### config.mk
export PLATFORM = sky130hd
export DESIGN_NAME = param_array_sorter
export DESIGN_NICKNAME = d
export VERILOG_FILES = /design/src/rtl/param_array_sorter.sv
export SDC_FILE = /design/constraint.sdc
export NUM_CORES = 1
export LEC_CHECK = 0
export CORE_MARGIN = 1
export CORE_UTILIZATION = 25
export DETAILED_ROUTE_END_ITERATION = 10
export REMOVE_ABC_BUFFERS = 1
export SETUP_SLACK_MARGIN = 0.05
export SKIP_LAST_GASP = 1
export SLEW_MARGIN = 20
export SYNTH_ARGS = -nofsm -noshare
export SYNTH_HDL_FRONTEND = slang
export SYNTH_SLANG_ARGS = --single-unit
### constraint.sdc
create_clock -name clk -period 2.2 [get_ports clk]
set_clock_uncertainty 0.05 [all_clocks]
set_input_delay 0.33 -clock clk [delete_from_list [all_inputs] [get_ports clk]]
set_output_delay 0.33 -clock clk [all_outputs]
set_load 0.02 [all_outputs]
### src/rtl/param_array_sorter.sv
// Handshaked block sorter: loads DEPTH words, sorts them in place with a fixed
// DEPTH-pass odd-even transposition network, then streams the sorted frame out.
module param_array_sorter #(
   parameter int unsigned WIDTH   = 8,
   parameter int unsigned DEPTH   = 8,
   parameter bit          DESCEND = 1'b0
) (
   input  logic             clk,
   input  logic             rst,
   input  logic             in_valid,
   output logic             in_ready,
   input  logic [WIDTH-1:0] in_data,
   output logic             out_valid,
   input  logic             out_ready,
   output logic [WIDTH-1:0] out_data,
   output logic             out_last,
   output logic             busy
);

   localparam int unsigned       IDX_W    = (DEPTH > 2) ? $clog2(DEPTH) : 1;
   localparam logic [IDX_W-1:0]  LAST_IDX = IDX_W'(DEPTH - 1);

   typedef enum logic [1:0] {
      S_LOAD  = 2'd0,
      S_SORT  = 2'd1,
      S_DRAIN = 2'd2
   } state_t;

   state_t           r_state;
   state_t           w_state_nxt;
   logic [IDX_W-1:0] r_idx;
   logic [IDX_W-1:0] w_idx_nxt;
   logic [IDX_W-1:0] r_pass;
   logic [IDX_W-1:0] w_pass_nxt;
   logic             w_accept;
   logic [WIDTH-1:0] r_mem      [DEPTH];
   logic [WIDTH-1:0] w_pass_res [DEPTH];
   logic [DEPTH-2:0] w_swap;

   // Pair (g,g+1) is active on passes whose parity matches g; swap only if strictly out of order.
   for (genvar g = 0; g < DEPTH - 1; g++) begin : g_cmp
      assign w_swap[g] = (r_pass[0] == 1'(g % 2)) &&
                         (DESCEND ? (r_mem[g] < r_mem[g+1]) : (r_mem[g] > r_mem[g+1]));
   end

   // Active pairs are disjoint, so each slot takes at most one neighbour.
   for (genvar k = 0; k < DEPTH; k++) begin : g_net
      if (k == 0) begin : g_first
         assign w_pass_res[k] = w_swap[0] ? r_mem[1] : r_mem[0];
      end else if (k == DEPTH - 1) begin : g_lastw
         assign w_pass_res[k] = w_swap[k-1] ? r_mem[k-1] : r_mem[k];
      end else begin : g_mid
         assign w_pass_res[k] = w_swap[k]   ? r_mem[k+1] :
                                w_swap[k-1] ? r_mem[k-1] : r_mem[k];
      end
   end

   always_ff @(posedge clk or posedge rst) begin
      if (rst) begin
         r_state <= S_LOAD;
         r_idx   <= '0;
         r_pass  <= '0;
      end else begin
         r_state <= w_state_nxt;
         r_idx   <= w_idx_nxt;
         r_pass  <= w_pass_nxt;
      end
   end

   always_comb begin
      w_state_nxt = r_state;
      w_idx_nxt   = r_idx;
      w_pass_nxt  = r_pass;
      w_accept    = 1'b0;
      in_ready    = 1'b0;
      out_valid   = 1'b0;
      out_last    = 1'b0;
      busy        = 1'b0;
      case (r_state)
         S_LOAD: begin
            in_ready = 1'b1;
            w_accept = in_valid;
            if (in_valid) begin
               if (r_idx == LAST_IDX) begin
                  w_idx_nxt   = '0;
                  w_state_nxt = S_SORT;
               end else begin
                  w_idx_nxt = r_idx + 1'b1;
               end
            end
         end
         S_SORT: begin
            busy = 1'b1;
            if (r_pass == LAST_IDX) begin
               w_pass_nxt  = '0;
               w_state_nxt = S_DRAIN;
            end else begin
               w_pass_nxt = r_pass + 1'b1;
            end
         end
         S_DRAIN: begin
            busy      = 1'b1;
            out_valid = 1'b1;
            out_last  = (r_idx == LAST_IDX);
            if (out_ready) begin
               if (r_idx == LAST_IDX) begin
                  w_idx_nxt   = '0;
                  w_state_nxt = S_LOAD;
               end else begin
                  w_idx_nxt = r_idx + 1'b1;
               end
            end
         end
         default: w_state_nxt = S_LOAD;
      endcase
   end

   always_ff @(posedge clk or posedge rst) begin
      if (rst) begin
         r_mem <= '{default: '0};
      end else if (w_accept) begin
         r_mem[r_idx] <= in_data;
      end else if (r_state == S_SORT) begin
         r_mem <= w_pass_res;
      end
   end

   assign out_data = r_mem[r_idx];

endmodule

==> results.py <==
metrics = {
    "run_status": {
        "run_status": "finished with violations",
        "violations": "setup timing",
    },
    "timing": {
        "postLayoutSetupSlackWorst_ns": -0.317,
        "totalNegativeSetupSlack_ns": -11.14,
        "tightest_slew_ns": 0.451,
        "report.final.setup_viol": 72,
        "post-route-period-util": 1.14,
        "final_hold_viol_count": 0,
        "rsz0062_at_grt": "true",
        "achievable-frequency_mhz": 397,
        "timing.final.crit_period_ns": 2.52,
        "slew_headroom": 0.700,
        "maxSlewViolCount": 0,
    },
    "logic_synthesis": {
        "ys.flop_type": "sky130_fd_sc_hd__dfrtp_1",
        "yosysMostFrequentCell": "sky130_fd_sc_hd__dfrtp_1",
        "synth_top_cells_by_area": "sky130_fd_sc_hd__dfrtp_1 30%, sky130_fd_sc_hd__ha_1 13%, sky130_fd_sc_hd__mux2_2 5.4%",
        "postSynth.asyncResetShare": 1.00,
        "yosysWarningCount": 0,
        "netlist_top_cells_count": "72 x sky130_fd_sc_hd__dfrtp_1, 63 x sky130_fd_sc_hd__ha_1, 63 x sky130_fd_sc_hd__inv_1",
        "number_of_synthesized_flops_with_an_enable_pin": 0,
        "syn-instance-count": 646,
        "ys_seq_elements": 72,
        "synth.top_cell.area_share": 0.296,
        "netlist_area_before_placement_um2": 6080,
        "synth_largest_area_cell": "sky130_fd_sc_hd__dfrtp_1",
        "yosysUniqueCellTypes": 62,
        "seq_area_frac_synth": 0.296,
        "syn_avg_cell_area_um2": 9.41,
    },
    "worst_setup_path": {
        "cpMaxStageDelayCell": "sky130_fd_sc_hd__dfrtp_1",
        "timing.critical_path.buf_inv": 3,
        "worstPathRequired_ns": 2.38,
        "max_stage_delay_ns": 0.38,
        "crit_top_cell": "sky130_fd_sc_hd__buf_6",
        "arrival_ns": 2.69,
        "critPathCaptureType": "flop",
        "cp_cell_sequence": "inv_1, ha_4, and4_4, a21oi_2, o31ai_4, or2_4, buf_6, a21oi_4, buf_6, mux2_2",
        "crit_family": "compound AO/OA/AOI/OAI gates",
        "critical_path.startpoint_type": "flop",
        "regToRegSetupSlack_ns": -0.32,
        "critical_path_class": "reg2reg",
        "critical_path_peak_fanout": 4,
    },
    "clocking": {
        "cts_htree_levels": 3,
        "worst_setup_hold_path_clk_slew_ns": 0.06,
        "cts.root.buffer_cell": "sky130_fd_sc_hd__clkbuf_16",
        "numClockSinks": 72,
        "cts_buffers": 9,
        "cts.hold.buffers_added": 0,
        "clk-insertion-delay-late_ns": 0.35,
        "cts_tree": "yes",
        "cts-root-to-sink-buffers": 2,
    },
    "floorplan": {
        "floorplan.rows": 56,
        "starting_utilization_of_the_core_area": 0.257,
        "die_h_um": 158,
        "die_area_um2": 25000,
        "top_level_ports": 24,
        "core_region_area_um2": 23700,
        "die-width_um": 158,
    },
    "global_routing": {
        "number_of_antenna_violations_at_the_first_check_in_global_routing": 0,
        "grt.overflow.total": 0,
        "first_pass_grt_wire_length_um": 36500,
        "grt_use_total": 0.195,
        "largest_net_degree_at_the_start_of_global_routing": 43,
        "first_global_vias": 6380,
    },
    "placed_design": {
        "place_hpwl_um": 17800,
        "gp_routability_congestion": 0.972,
        "place.port_buffers": 23,
    },
    "layout": {
        "antenna_cells": 0,
        "synthToLayoutAreaGrowth_pct": 55.2,
        "fill_cells": 2379,
        "layout-drive-gt1-share": 0.485,
        "final_nets": 944,
    },
    "hold_path": {
        "worst_hold_path_type": "in2async",
    },
    "detailed_routing": {
        "wl_per_cell_um": 20.2,
        "drc": 0,
        "first_iter_violations": 546,
        "totalWireLength_um": 24100,
        "total_number_of_vias": 6407,
        "avgViaCountPerCell": 5.37,
        "drt_pass1_iterations": 5,
        "route.antenna.remaining_nets": 0,
    },
    "job": {
        "drv.max_cap_violation_count": 0,
    },
    "power": {
        "finalPower_uw": 17200,
        "largest_voltage_drop_on_the_vdd_net_mv": 0.951,
        "p_leak_uw": 0.00412,
        "power.density_cell_area_nw_per_um2": 1820,
    },
}
-- per-layer routing --
metal | vias up | wire [um] | share of wire | GRT usage
met4 | 0 | 1070 | 0.044 | 0.0797
li1 | 2909 | - | - | -
met5 | - | 0 | 0 | 0
met3 | 75 | 1690 | 0.070 | 0.0312
met2 | 300 | 11300 | 0.47 | 0.327
met1 | 3123 | 10000 | 0.42 | 0.249
-- what timing repair did --
item / CTS / global route
gates cloned: 1 / 0
setup buffers: 35 / 30
resized for setup: 150 / 83
setup endpoints to repair: 74 / 73
pin swaps: 54 / 57
-- state kept, by name, summed over array words and instances, names as in the netlist --
register,cells
r_idx,3
r_mem,64
r_pass,3
r_state,2
-- path summary, 6_finish.rpt --
check,from,to,cells past startpoint
min in group clk,r_pass[1],r_pass[1],1
min reg2reg,r_pass[1],r_pass[1],1
max,r_mem[39],r_mem[46],10
max reg2reg,r_mem[39],r_mem[46],10
max in group asynchronous,rst,r_mem[47],3
min,rst,r_mem[4],2
-- layout make-up --
type | instances | area [um2] | share of cell area
multi-input cells | 478 | 4580 | 0.485
repair buffers | 245 | 2130 | 0.226
inverters | 63 | 239 | 0.0253
flip-flops and latches | 72 | 1820 | 0.193
well taps | 319 | 399 | 0.0423
clock inverters | 7 | 47.5 | 0.00504
clock buffers | 9 | 225 | 0.0239
-- cell usage in the layout (no fill, tap or decap), types with 12 or more instances in the layout --
master	synthesis	layout
sky130_fd_sc_hd__nand4_1	23	23
sky130_fd_sc_hd__mux2i_1	16	16
sky130_fd_sc_hd__clkdlybuf4s50_1	0	12
sky130_fd_sc_hd__o211ai_1	29	29
sky130_fd_sc_hd__buf_4	4	190
sky130_fd_sc_hd__dfrtp_1	72	59
sky130_fd_sc_hd__o221ai_1	24	22
sky130_fd_sc_hd__nand3_1	20	20
sky130_fd_sc_hd__nand2_1	56	52
sky130_fd_sc_hd__ha_4	0	20
sky130_fd_sc_hd__buf_12	0	12
sky130_fd_sc_hd__o32a_1	16	16
sky130_fd_sc_hd__inv_1	63	52
sky130_fd_sc_hd__mux2_4	8	39
sky130_fd_sc_hd__mux2_2	29	13
sky130_fd_sc_hd__a22oi_2	0	21
sky130_fd_sc_hd__dfrtp_2	0	13
sky130_fd_sc_hd__ha_1	63	43
sky130_fd_sc_hd__buf_6	3	28
sky130_fd_sc_hd__o21ai_0	42	37
-- power by group --
| part | switching, uW | internal (uW) |
|---|---|---|
| Sequential | 586 | 1910 |
| Combinational | 6470 | 6820 |
| Clock | 640 | 763 |
| Total | 7690 | 9490 |
-- cell families (layout without fill, tap and decap cells) --
group | after synthesis | in the layout | share of synthesized area
simple gates | 149 | 150 | 0.137
mux | 69 | 69 | 0.129
flops | 72 | 72 | 0.296
fa+ha+maj | 63 | 63 | 0.130
buf+inv | 97 | 324 | 0.0673
compound gates | 196 | 196 | 0.241
-- stage by stage --
step | util | setup WS [ns] | cells | hold slack [ns] | cell area (um2)
global placement | 0.335 | -0.240 | 1124 | 0.446 | 7940
global route | 0.399 | -0.359 | 1193 | 0.263 | 9440
CTS | 0.376 | -0.225 | 1173 | 0.247 | 8910
floorplan | - | -1.12 | 612 | 0.435 | 5910
detailed placement | 0.335 | -0.303 | 1124 | 0.458 | 7940
finish | 0.399 | -0.317 | 1193 | 0.232 | 9440
Note: power is estimated with default switching activity, not from simulation.
